===== src/rtl/mouse_cursor_tracker.sv =====
// Absolute cursor tracker fed by the PS/2 mouse decoder: clamps (or wraps when
// CURSOR_WRAP_EN is defined) the cursor to the display and emits click/move strobes.
module mouse_cursor_tracker #(
    parameter int unsigned POS_W  = 10,
    parameter int unsigned H_MAX  = 639,
    parameter int unsigned V_MAX  = 479,
    parameter int unsigned X_INIT = 320,
    parameter int unsigned Y_INIT = 240,
    parameter int unsigned SHIFT  = 0
) (
    input  logic             Clk,
    input  logic             Rst,
    input  logic             PktValid,
    input  logic             Izquierda,
    input  logic             Derecha,
    input  logic             Arriba,
    input  logic             Abajo,
    input  logic [7:0]       MagX,
    input  logic [7:0]       MagY,
    input  logic             Click,
    output logic [POS_W-1:0] PosX,
    output logic [POS_W-1:0] PosY,
    output logic             ClickPulse,
    output logic             ClickHeld,
    output logic             Moved,
    output logic             Ready,
    output logic             Overrun
);

    typedef enum logic [1:0] {StIdle, StCalcX, StCalcY, StDone} state_e;

    localparam logic [POS_W:0]   HMax  = (POS_W+1)'(H_MAX);
    localparam logic [POS_W:0]   VMax  = (POS_W+1)'(V_MAX);
    localparam logic [POS_W-1:0] XInit = POS_W'(X_INIT);
    localparam logic [POS_W-1:0] YInit = POS_W'(Y_INIT);

    state_e           state_q, state_d;
    logic [POS_W-1:0] pos_x_q, pos_x_d;
    logic [POS_W-1:0] pos_y_q, pos_y_d;
    logic [POS_W:0]   dx_q, dx_d;
    logic [POS_W:0]   dy_q, dy_d;
    logic             left_q, left_d;
    logic             right_q, right_d;
    logic             up_q, up_d;
    logic             down_q, down_d;
    logic             click_held_q, click_held_d;
    logic             click_pulse_q, click_pulse_d;
    logic             moved_q, moved_d;
    logic             overrun_q, overrun_d;
    logic             ready_q, ready_d;

    // One axis update; sums are kept POS_W+1 wide so no carry is lost before the bound check.
    function automatic logic [POS_W-1:0] step_axis(
        input logic [POS_W-1:0] pos,
        input logic [POS_W:0]   d,
        input logic             inc,
        input logic             dec,
        input logic [POS_W:0]   lim
    );
        logic [POS_W:0] p;
        logic [POS_W:0] s;
        logic [POS_W:0] r;
        p = {1'b0, pos};
        s = p + d;
        r = p;
        if (inc && !dec) begin
`ifdef CURSOR_WRAP_EN
            r = (s > lim) ? s - (lim + 1'b1) : s;
`else
            r = (s > lim) ? lim : s;
`endif
        end else if (dec && !inc) begin
`ifdef CURSOR_WRAP_EN
            r = (d > p) ? p + (lim + 1'b1) - d : p - d;
`else
            r = (d > p) ? '0 : p - d;
`endif
        end
        return r[POS_W-1:0];
    endfunction

    always_comb begin
        state_d       = state_q;
        pos_x_d       = pos_x_q;
        pos_y_d       = pos_y_q;
        dx_d          = dx_q;
        dy_d          = dy_q;
        left_d        = left_q;
        right_d       = right_q;
        up_d          = up_q;
        down_d        = down_q;
        click_held_d  = click_held_q;
        click_pulse_d = 1'b0;
        moved_d       = 1'b0;
        overrun_d     = overrun_q | (PktValid & ~ready_q);

        unique case (state_q)
            StIdle: begin
                if (PktValid) begin
                    left_d        = Izquierda;
                    right_d       = Derecha;
                    up_d          = Arriba;
                    down_d        = Abajo;
                    dx_d          = (POS_W+1)'(MagX >> SHIFT);
                    dy_d          = (POS_W+1)'(MagY >> SHIFT);
                    click_pulse_d = Click & ~click_held_q;
                    click_held_d  = Click;
                    state_d       = StCalcX;
                end
            end
            StCalcX: begin
                pos_x_d = step_axis(pos_x_q, dx_q, right_q, left_q, HMax);
                state_d = StCalcY;
            end
            StCalcY: begin
                pos_y_d = step_axis(pos_y_q, dy_q, down_q, up_q, VMax);
                moved_d = 1'b1;
                state_d = StDone;
            end
            StDone: begin
                state_d = StIdle;
            end
            default: begin
                state_d = StIdle;
            end
        endcase

        ready_d = (state_d == StIdle);
    end

    always_ff @(posedge Clk or posedge Rst) begin
        if (Rst) begin
            state_q       <= StIdle;
            pos_x_q       <= XInit;
            pos_y_q       <= YInit;
            dx_q          <= '0;
            dy_q          <= '0;
            left_q        <= 1'b0;
            right_q       <= 1'b0;
            up_q          <= 1'b0;
            down_q        <= 1'b0;
            click_held_q  <= 1'b0;
            click_pulse_q <= 1'b0;
            moved_q       <= 1'b0;
            overrun_q     <= 1'b0;
            ready_q       <= 1'b1;
        end else begin
            state_q       <= state_d;
            pos_x_q       <= pos_x_d;
            pos_y_q       <= pos_y_d;
            dx_q          <= dx_d;
            dy_q          <= dy_d;
            left_q        <= left_d;
            right_q       <= right_d;
            up_q          <= up_d;
            down_q        <= down_d;
            click_held_q  <= click_held_d;
            click_pulse_q <= click_pulse_d;
            moved_q       <= moved_d;
            overrun_q     <= overrun_d;
            ready_q       <= ready_d;
        end
    end

    assign PosX       = pos_x_q;
    assign PosY       = pos_y_q;
    assign ClickPulse = click_pulse_q;
    assign ClickHeld  = click_held_q;
    assign Moved      = moved_q;
    assign Ready      = ready_q;
    assign Overrun    = overrun_q;

endmodule


===== config.mk =====
export PLATFORM = sky130hd
export DESIGN_NAME = mouse_cursor_tracker
export DESIGN_NICKNAME = d
export VERILOG_FILES = /design/src/rtl/mouse_cursor_tracker.sv
export SDC_FILE = /design/constraint.sdc
export NUM_CORES = 1
export LEC_CHECK = 0
export ABC_AREA = 1
export BUFFER_PORTS_ARGS = -buffer_cell sky130_fd_sc_hd__buf_2
export CAP_MARGIN = 10
export CORE_UTILIZATION = 45
export CTS_CLUSTER_SIZE = 10
export DETAILED_ROUTE_END_ITERATION = 12
export GPL_TIMING_DRIVEN = 0
export PLACE_DENSITY = 0.65
export SLEW_MARGIN = 20
export SYNTH_ARGS = -nofsm -noshare
export SYNTH_HDL_FRONTEND = slang
export SYNTH_SLANG_ARGS = --single-unit

===== constraint.sdc =====
create_clock -name Clk -period 1.8 [get_ports Clk]
set_input_delay 0.09 -clock Clk [delete_from_list [all_inputs] [get_ports Clk]]
set_output_delay 0.09 -clock Clk [all_outputs]
set_load 0.03 [all_outputs]

# Yosys cells after proc, flatten, opt, wreduce, memory -nomap -nowiden
# Cells that the tools add are included.
# Widths: inputs -> output; s select.
# totals
reg_bits	47
latchBits	0
ram_bits	0
mem_bits_ro	0
in_bits	24
output_inout_bits	25
wordCells	58
mem_count	0
# op_classes
n_addsub	4
mul	0
n_div	0
n_lt_le_gt_ge	4
eq_ne	3
n_shift	0
n_mux	13
bitwise	5
reduce_logical	15
# op_table
op	n
$mux 10	8
$add 10x8->11	2
$gt 8x10->1	2
$sub 10x8->10	2
$gt 11x10->1 const B	1
$gt 11x9->1 const B	1
$pmux 2 s4	1
$reduce_and 2->1	3
$eq 2x2->1 const B	2
$logic_and 1x1->1	4
$logic_not 1->1	4
$logic_not 2->1	2
$reduce_bool 2->1	2
$mux 1	3
$and 1x1->1	2
$eq 2x1->1 const B	1
$mux 2	1
$not 1->1	2
$or 1x1->1	1

# Depth between registers and ports, before layout
# Gate-level depths: netlist of run 1.
# depth
depth_word	4
depth_mapped	17
ltp_nobuf	16

# Worst setup path after synthesis of run 1
# No wires, ideal clock.
# synth_path
path_kind	reg-to-reg
from	register pos_x_q[0], in the netlist PosX[0]
to	register pos_x_q[6], in the netlist PosX[6]
setup_ns	0.073
t_arrival_ns	2.074
t_required_ns	1.727
slack_ns	-0.347
stages_incl_launch_ff	11
path_buffers	0
synth_period_minus_slack_ns	2.147
path_cell_list	dfrtp_1 ha_1 inv_1 fa_1 o21ai_2 nand3_2 nand2_1 nand3_1 nand2_2 nand3_4 a21oi_1
# synth_between
elab_chain_len	4
word_cells_on_any_way	8
classes_between	add/sub (2); order compare (2); mux (4)
# synth_rtl
item	line	source
start, declared	38	logic [POS_W-1:0] pos_x_q, pos_x_d;
start signal, assigned	134	pos_x_q <= XInit;
start signal, assigned	149	pos_x_q <= pos_x_d;
$add 10x8->11 (tied with other cells)	64	s = p + d;
$gt 11x10->1 / $mux 10 (equally long branches)	70, 76	
$mux 10 (on tied branches)	70, 72	
$mux 10 (*)	66	if (inc && !dec) begin
# Every way passes the cells marked *; elsewhere a longest branch is shown, timed or not. The select of a mux whose other input is x is not followed.
# A chain may end at the register's enable or synchronous reset.

# Worst setup path in the final report of run 1
# layout_path
from	register pos_y_q[0], in the netlist PosY[0]
to	register pos_y_q[6], in the netlist PosY[6]
# layout_between
elab_chain_len	4
word_cells_on_any_way	8
classes_between	add/sub (2); order compare (2); mux (4)
# layout_rtl
item	line	source
start, declared	39	logic [POS_W-1:0] pos_y_q, pos_y_d;
start signal, assigned	135	pos_y_q <= YInit;
start signal, assigned	150	pos_y_q <= pos_y_d;
$add 10x8->11 (tied with other cells)	64	
$gt 11x9->1 / $mux 10 (equally long branches)	70, 76	
$mux 10 (on tied branches)	70, 72	
$mux 10 (*)	66	
# Marks and branches as above.

==> impl_results.md, run 1 <==
- Status: finished with violations
- Violated checks: setup timing
- Antenna violations before repair: 0
- Final hold vios: 0
- Unrepaired setup endpoints after global routing: yes
- P&R area growth vs syn: 44.6%
- Max H-tree Level: 2
- Hold slack: about 0.0043 ns
- Final period util: 114%
- Number of placed I/O pins: 49
- Root buffer cell: clkbuf_8
- DR vias: slightly above 4,000
- Fin crit period: between 2 and 2.5 ns
- Largest net degree at the start of global routing: 26
- Ys async rst share: 100%
- Setup ws final: -0.247 ns
- Share of cells above drive strength 1: a little under half
- CTS tree: done
- Relative slew slack: 60.0%
- Die Ht: roughly 95 µm
- Synth unique cells: 42
- Placed Area: ~4600 µm²
- Routed len/inst: roughly 16 µm
- Commonest non-fill, non-tap cell in the layout: nand2_1
- # nets final: 725
- N_diodes: 0
- Congestion Overflow GR: 0
- Critical path fanouts, max: 5
- Actual slew at the worst max-slew pin: ~0.60 ns
- Post-Syn Area per Cell: roughly 7.2 µm²
- Arrival time worst endpoint: 2.32 ns
- Via/cell ratio: ~5.3
- Netlist Area Pre-Place: between 3000 and 4000 µm²
- Die area: slightly above 9000 µm²
- Type of the most critical hold path: primary input to flop
- CP required: slightly above 2 ns
- First-pass GRT wire length: ~19,000 µm
- Most frequent cells in the layout: 87 x nand2_1, 52 x buf_4, 49 x buf_2
- DRT Wirelength: ~12,000 µm
- Worst setup SP type: flop
- Number of global-route vias before repair: 3,846
- RePlAce Congestion: slightly above 0.9
- Clock buffer depth: 2
- Element type at the critical path end: flop
- Port Buf Inserts: 48
- Worst-Skew Late Latency: ~0.33 ns
- Setup Skew: about 0.019 ns
- FF+latch count, synth: 47
- Final Max Tran Viols: 0
- Number of synthesized flops with an enable pin: 0
- Primary FF master, synth: dfrtp_1
- Post-Synthesis Cells: ~540
- Cell area after layout: ~5700 µm²
- Rows: 33
- Post-DRT Antenna Nets: 0
- # fillers: slightly above 700
- Final setup fails: 20
- DR iter-0 viols: about 210
- Pre-Repair DR Iteration Count: 5
- TNS Setup: -3.69 ns
- GRT Util Overall: between 20% and 30%
- Max Freq: approximately 0.49 GHz
- Post-synthesis sequential area ratio: a little under a third
- DR DRC count: 0
- Max cap viols: 0
- Pre-CTS setup slack: -0.462 ns
- R2R setup slack: -0.25 ns
- Sink count of the clock tree: between 40 and 50
- CTS buffer count: 5
- Syn nets: a little over 600
- Worst hold path depth: 2
- Initial Utilization: 47.0%
- CTS clk-pin slew, worst paths: ~0.12 ns
- Worst reg-to-reg path cell count: 16
- Core outline area: approximately 8300 µm²
- Die width: 95.3 µm
- Hpwl dp: just over 8000 µm
- Syn. warnings: 0
- Critical setup path kind: flop to flop
==> per-layer routing <==
metal	share of wire, %	GRT usage (%)	routed length (µm)	up-vias
met2	47	44.5	5800	130
met1	45	39.4	5580	1953
met3	6.2	3.59	769	20
met5	0	0	0	-
li1	-	-	-	1987
met4	1.3	7.20	164	0
==> final cells by class <==
cell class | instances | area, µm² | area share [%]
repair buffers | 114 | 796 | 14.0
well taps | 105 | 131 | 2.32
inverters | 81 | 335 | 5.92
flip-flops and latches | 47 | 1200 | 21.2
multi-input cells | 398 | 3020 | 53.2
clock buffers | 5 | 68.8 | 1.21
plain buffers | 12 | 92.6 | 1.63
clock inverters | 3 | 26.3 | 0.464
==> registers in the layout, indices dropped and copies added, names as in the netlist <==
| name | count |
|---|---|
| left_q | 1 |
| PosX | 10 |
| ClickPulse | 1 |
| dx_q | 8 |
| PosY | 10 |
| Ready | 1 |
| state_q | 2 |
| down_q | 1 |
| dy_q | 8 |
| right_q | 1 |
| Moved | 1 |
| up_q | 1 |
| ClickHeld | 1 |
| Overrun | 1 |
==> critical path, stage by stage, from the launching register on <==
cell and delay (ns):
dfrtp_2 0.43, ha_4 0.15, inv_2 0.04, fa_2 0.35
inv_2 0.08, nand2_1 0.07, nand2_2 0.08, nand2_2 0.08
nand2_2 0.09, nand2_4 0.07, nand3_4 0.10, nand2_4 0.09
nand2_1 0.08, nand2_1 0.06, o21ai_2 0.07, nand2_1 0.07
nand2_1 0.07
==> synthesized netlist by cell type, types with 7 or more instances <==
| cell type | instances | area share, % |
|---|---|---|
| dfstp_2 | 7 | 4.7 |
| xor2_1 | 13 | 2.9 |
| dfrtp_1 | 40 | 26 |
| o21ai_0 | 14 | 1.8 |
| ha_1 | 38 | 12 |
| nor2_1 | 58 | 5.6 |
| nand4_1 | 13 | 2.1 |
| inv_1 | 73 | 7.0 |
| inv_2 | 7 | 0.67 |
| nand3_1 | 44 | 5.6 |
| a21oi_1 | 49 | 6.3 |
| nand2_1 | 114 | 11 |
==> final timing paths <==
path | from | end
worst min register to register | ClickHeld | ClickPulse
min in group asynchronous | Rst | ClickHeld
worst min-delay path | MagY[0] | dy_q[0]
max in group asynchronous | Rst | PosY[5]
worst max register to register | PosY[0] | PosY[6]
worst max-delay path | PosY[0] | PosY[6]
==> per-stage QoR <==
| step | util, % | std cells |
|---|---|---|
| detailed placement | 55.1 | 695 |
| floorplan | - | 541 |
| finish | 67.9 | 765 |
| global placement | 54.8 | 694 |
| CTS | 63.0 | 745 |
| global route | 67.9 | 765 |
==> logic make-up after synthesis <==
| family | after synthesis | share of synthesized area [%] |
|---|---|---|
| mux | 4 | 1.15 |
| buf+inv | 97 | 10.6 |
| simple gates | 249 | 27.9 |
| flops | 47 | 30.2 |
| compound gates | 88 | 12.8 |
| fa+ha+maj | 42 | 14.2 |
| xor+xnor | 14 | 3.13 |
==> what timing repair did <==
action | CTS | global route
pin swaps | 27 | 41
endpoints found under the hold margin | 25 | 0
hold buffers | 7 | 0
gates resized for setup | 69 | 70
gates cloned | 1 | 0
setup endpoints to repair | 34 | 20
setup buffers | 35 | 23
Power of run 1 is left out: the tool's default activity adds up to more than one toggle a clock period on the data nets, which glitch-free logic cannot reach.
==> run 2, diff against run 1 <==
CORE_UTILIZATION = 50   (was 45)
CTS_CLUSTER_SIZE = 30   (was 10)
PLACE_DENSITY = 0.71   (was 0.65)
==> run 2 against run 1 <==
Effect of this change: the run still ends with setup timing left; critical path depth stayed put; cell area is 3.2% lower; global-route usage is 1.0 points higher; wire length is 5.6% lower; sequential share of layout area is 0.70 points higher; maximum frequency is 3.2% lower; non-clock buffer count is 13 lower; critical path type unchanged.
==> impl_results.md, run 2 (synthesized netlist as in run 1, its figures left out) <==
- Max H-tree Level: 2 (unchanged)
- Arrival time worst endpoint: 2.37 ns (+0.05 ns)
- Core outline area: 7410 µm² (-11%)
- CTS buffer count: 5 (unchanged)
- First-pass GRT wire length: 18,900 µm (-0.47%)
- Number of placed I/O pins: 49 (unchanged)
- Status: finished with violations
- DR vias: 4,067 (-0.56%)
- Critical path fanouts, max: 6 (+1)
- Share of cells above drive strength 1: 44.0% (-2.2 points)
- Slowest Stage Delay on Critical Path: 0.42 ns (about the same)
- Die width: 90.5 µm (-5.0%)
- Antenna violations before repair: 0 (unchanged)
- Worst hold path depth: 2 (unchanged)
- P&R area growth vs syn: 40.0%
- Routed len/inst: 15.6 µm (-3.2%)
- Sink count of the clock tree: 47 (unchanged)
- Worst min-delay path endpoint: dy_q[0]
- R2R setup slack: -0.32 ns (-0.07 ns)
- Relative slew slack: 62.2% (+2.2 points)
- DRT Wirelength: 11,600 µm (-5.6%)
- Clock buffer depth: 2 (unchanged)
- CTS clk-pin slew, worst paths: 0.11 ns (about the same)
- Critical setup path kind: flop to flop
- Pre-Repair DR Iteration Count: 6 (+1)
- GRT Util Overall: 28.8% (+1.0 points)
- Hold path startpoint: MagY[0]
- RePlAce Congestion: 0.926 (+2.2%)
- Post-DRT Antenna Nets: 0 (unchanged)
- Root buffer cell: clkbuf_8
- Worst reg-to-reg path cell count: 16 (unchanged)
- Via/cell ratio: 5.45 (+2.0%)
- N_diodes: 0 (unchanged)
- Fin crit period: 2.12 ns (+0.0686 ns)
- Max cap viols: 0 (unchanged)
- Fin util: 74.1% (+6.1 points)
- Number of global-route vias before repair: 3,872 (+0.68%)
- DR DRC count: 0 (unchanged)
- CP required: 2.05 ns (-0.02 ns)
- Crit path cell chain: ha_4, inv_2, fa_2, inv_2, nand2_2, nand2_2, nand2_2, nand2_2, nand2_2, nand2_1, inv_2, nand3_4, nand3_2, nand2_2, nand2_1, nand2_1
- Type of the most critical hold path: primary input to flop
- Violated checks: setup timing
- # nets final: 712 (-1.8%)
- Worst setup SP type: flop
- Slowest-stage cell, CP: dfrtp_2
- Worst-Skew Late Latency: 0.31 ns (-0.02 ns)
- Final Max Tran Viols: 0 (unchanged)
- Max Freq: 0.473 GHz (-3.2%)
- Port Buf Inserts: 48 (unchanged)
- Congestion Overflow GR: 0 (unchanged)
- Reg2Reg Launch Point: dy_q[0]
- Largest net degree at the start of global routing: 31 (+19%)
- Unrepaired setup endpoints after global routing: yes
- R2R Path End: PosY[5]
- Rows: 31 (-6.1%)
- Final period util: 118% (+3.8 points)
- CP most frequent cell: nand2_2
- Initial Utilization: 52.9% (+5.9 points)
- DR iter-0 viols: 358 (+71%)
- Final setup fails: 20 (unchanged)
- Commonest non-fill, non-tap cell in the layout: nand2_1
- Final hold vios: 0 (unchanged)
- Most frequent cells in the layout: 91 x nand2_1, 50 x inv_1, 50 x buf_2
- Setup Skew: 0.0133 ns (-0.00587 ns)
- Actual slew at the worst max-slew pin: 0.568 ns (-0.0318 ns)
- Die Ht: 90.5 µm (-5.0%)
- Element type at the critical path end: flop
- Setup ws final: -0.316 ns (-0.0686 ns)
- Hpwl dp: 8020 µm (-3.4%)
- Die area: 8200 µm² (-9.8%)
- CTS tree: done
[run 2: changes by cell type in the layout (fill, tap and decap cells not counted), moves of 3 or more]
| cell | before | now |
|---|---|---|
| buf_4 | 52 | 44 |
| inv_2 | 25 | 22 |
| inv_1 | 47 | 50 |
| ha_4 | 18 | 14 |
| dlygate4sd3_1 | 7 | 1 |
| nand2_1 | 87 | 91 |
| ha_1 | 19 | 23 |
| o21ai_1 | 2 | 5 |
[run 2: routing by layer]
layer,part of all wire (%),global-route usage (%)
met5,0,0
met4,1.6,7.12
met2,46,45.0
met3,6.5,3.45
met1,46,42.2
[run 2: per-stage QoR]
step	worst slack, ns	cell area, µm²	TNS [ns]	cells	hold WS (ns)
finish	-0.316	5490	-4.87	746	0.00213
detailed placement	-0.439	4580	-8.54	689	0.101
CTS	-0.227	5240	-3.31	734	0.000585
global placement	-0.427	4560	-13.47	688	0.323
floorplan	-0.151	4200	-1.79	541	0.214
global route	-0.387	5490	-6.14	746	0.00989
[run 2: how the worst max path moves through the flow]
stage | start | end
CTS | dy_q[0] | PosY[6]
global route | dy_q[0] | PosY[5]
detailed placement | PosY[0] | PosY[8]
floorplan | PosY[5] | PosY[6]
global placement | PosY[0] | PosY[8]
finish | dy_q[0] | PosY[5]
[run 2: final cells by class]
cell class                 count  area [µm²]
clock inverter                 3        47.5
tap                           99         124
buffer                        12        98.8
sequential                    47        1200
clock buffer                   5        68.8
fill                         568        1920
timing repair buffer         101         688
multi-input combinational    398        2920
inverter                      81         334
[run 2: critical path, delay by kind of cell (launching register included)]
family	cells	cell delay, ns
simple gates	11	0.89
fa+ha+maj	2	0.55
flops	1	0.42
buf+inv	3	0.18
[run 2: timing repair]
| item | 4_1_cts | 5_1_grt |
|---|---|---|
| cloned | 0 | 1 |
| pin swaps | 32 | 31 |
| buffers inserted | 39 | 12 |
| endpoints found under the setup margin | 33 | 24 |
| resized for setup | 82 | 38 |
| endpoints found under the hold margin | 14 | 0 |
| hold buffers | 1 | 0 |
Power of run 2 is left out for the same reason.
==> run 3, diff against run 2 <==
CAP_MARGIN = unset   (was 10)
PLACE_DENSITY = 0.68   (was 0.71)
clock period = 2.4 ns   (was 1.8 ns; I/O delays follow)
==> run 3 against run 2 <==
Effect of this change: the flow now finishes without violations; clock-buffer cell count stayed put; critical path depth decreased by 5; clock skew fell by 0.0011 ns; first-iteration DRC count fell by 35%; critical path type unchanged; highest routed layer unchanged; worst setup slack improved by 0.44 ns; sequential cell count stayed put; maximum frequency is 6.9% lower; global-route usage shrank 3.2 points.
==> impl_results.md, run 3 (synthesized netlist as in run 1, its figures left out) <==
- Status: finished, final reports clean
- Crit path cell chain: ha_2, inv_1, fa_1, o21ai_4, nand3_2, nand2_1, nand2_1, nand2_1, nand3_1, nand3_4, a21oi_1
- Setup ws final: 0.128 ns (+0.444 ns)
- Relative slew slack: 53.9% (-8.2 points)
- Die Ht: 90.5 µm (unchanged)
- Number of global-route vias before repair: 3,528 (-8.9%)
- Max Freq: 0.440 GHz (-6.9%)
- Hpwl dp: 7810 µm (-2.6%)
- CTS clk-pin slew, worst paths: 0.10 ns (about the same)
- CP required: 2.59 ns (+0.54 ns)
- Setup Skew: 0.0122 ns (-0.00109 ns)
- Pre-Repair DR Iteration Count: 5 (-1)
- Congestion Overflow GR: 0 (unchanged)
- Die width: 90.5 µm (unchanged)
- Element type at the critical path end: flop
- GRT Util Overall: 25.6% (-3.2 points)
- DR DRC count: 0 (unchanged)
- DR iter-0 viols: 234 (-35%)
- CTS tree: done
- Root buffer cell: clkbuf_8
- Pre-CTS setup slack: 0.0542 ns (+0.494 ns)
- Unrepaired setup endpoints after global routing: yes
- Worst setup SP type: flop
- Port Buf Inserts: 48 (unchanged)
- Arrival time worst endpoint: 2.46 ns (+0.09 ns)
- CTS buffer count: 5 (unchanged)
- Slowest Stage Delay on Critical Path: 0.45 ns (+0.03 ns)
- Largest net degree at the start of global routing: 30 (-3.2%)
- # fillers: 692 (+22%)
- DP Cell Count: 689 (unchanged)
- Post-DRT Antenna Nets: 0 (unchanged)
- Fin crit period: 2.27 ns (+0.156 ns)
- Initial Utilization: 52.9% (unchanged)
- RePlAce Congestion: 0.921 (-0.53%)
- # nets final: 668 (-6.2%)
- P&R area growth vs syn: 14.8%
- Die area: 8200 µm² (unchanged)
- Rows: 31 (unchanged)
- Final setup fails: 0 (-100%)
- Commonest non-fill, non-tap cell in the layout: nand2_1
- Via/cell ratio: 5.33 (-2.3%)
- Clock buffer depth: 2 (unchanged)
- Final hold vios: 0 (unchanged)
- Final period util: 94.7% (-23 points)
- Share of cells above drive strength 1: 18.7% (-25 points)
- Worst-Skew Late Latency: 0.31 ns (about the same)
- Critical path fanouts, max: 6 (unchanged)
- Actual slew at the worst max-slew pin: 0.688 ns (+0.121 ns)
- DR vias: 3,741 (-8.0%)
- Number of placed I/O pins: 49 (unchanged)
- Most frequent cells in the layout: 112 x nand2_1, 72 x inv_1, 57 x nor2_1
- Core outline area: 7410 µm² (unchanged)
- Slowest-stage cell, CP: fa_1
- Final cell count without fillers: 702 (-5.9%)
- Type of the most critical hold path: primary input to flop
- First-pass GRT wire length: 16,900 µm (-11%)
- Sink count of the clock tree: 47 (unchanged)
- Max cap viols: 0 (unchanged)
- R2R setup slack: 0.13 ns (+0.44 ns)
- Antenna violations before repair: 0 (unchanged)
- Routed len/inst: 14.2 µm (-8.6%)
- Max H-tree Level: 2 (unchanged)
- CP most frequent cell: nand2_1
- Final Max Tran Viols: 0 (unchanged)
- DRT Wirelength: 10000 µm (-14%)
- N_diodes: 0 (unchanged)
- Critical setup path kind: flop to flop
run 3: cell types whose count changed in the layout (fill, tap and decap cells not counted), sizes merged:
cell,previous run,this run
buf,108,63
bufinv,1,0
clkinvlp,0,1
nand2,119,118
clkbuf,9,11
inv,81,82
clkinv,2,1
run 3: area by class of cell:
cell class              count  area (µm²)  area share (%)
inverters                  81         309            6.87
plain buffers              16         106            2.36
repair buffers             54         308            6.84
multi-input cells         397        2370            52.7
clock buffers               5        68.8            1.53
clock inverters             3        27.5           0.612
well taps                  99         124            2.75
flip-flops and latches     47        1190            26.4
run 3: metal layers:
metal,up-vias,routed length [µm],global-route usage (%)
li1,1871,-,-
met1,1737,4890,37.8
met2,124,4370,39.2
met3,9,644,3.54
met4,0,91,6.59
met5,-,0,0
run 3: path summary, 6_finish.rpt:
check,from,to,cells after the start
min in group asynchronous,Rst,ClickPulse,3
worst max-delay path,dx_q[0],PosX[3],11
worst max register to register,dx_q[0],PosX[3],11
worst min-delay path,Click,ClickPulse,3
worst min register to register,ClickHeld,ClickPulse,1
max in group asynchronous,Rst,PosX[2],4
run 3: timing repair:
| action | CTS | global route |
|---|---|---|
| hold buffers | 1 | 0 |
| endpoints found under the setup margin | 0 | 16 |
| resized for setup | 0 | 13 |
| setup buffers | 0 | 4 |
| hold endpoints to repair | 21 | 0 |
run 3: through the flow:
stage	area (µm²)	TNS (ns)	hold slack, ns	utilization, %
after global placement	4280	0	0.353	57.8
after CTS	4420	0	0.0171	59.6
final	4500	0	0.0253	60.7
after detailed placement	4310	0	0.245	58.2
after floorplan	3920	0	0.244	-
after global routing	4500	-0.0493	0.0145	60.7
run 3: critical path, delay by kind of cell, from the launching register on:
kind | cells | cell delay [ns]
adders and majority gates | 2 | 0.70
and+or+nand+nor | 6 | 0.62
DFF | 1 | 0.42
AOI/OAI and AO/OA | 2 | 0.33
buffers and inverters | 1 | 0.07
Power of run 3 is left out for the same reason.
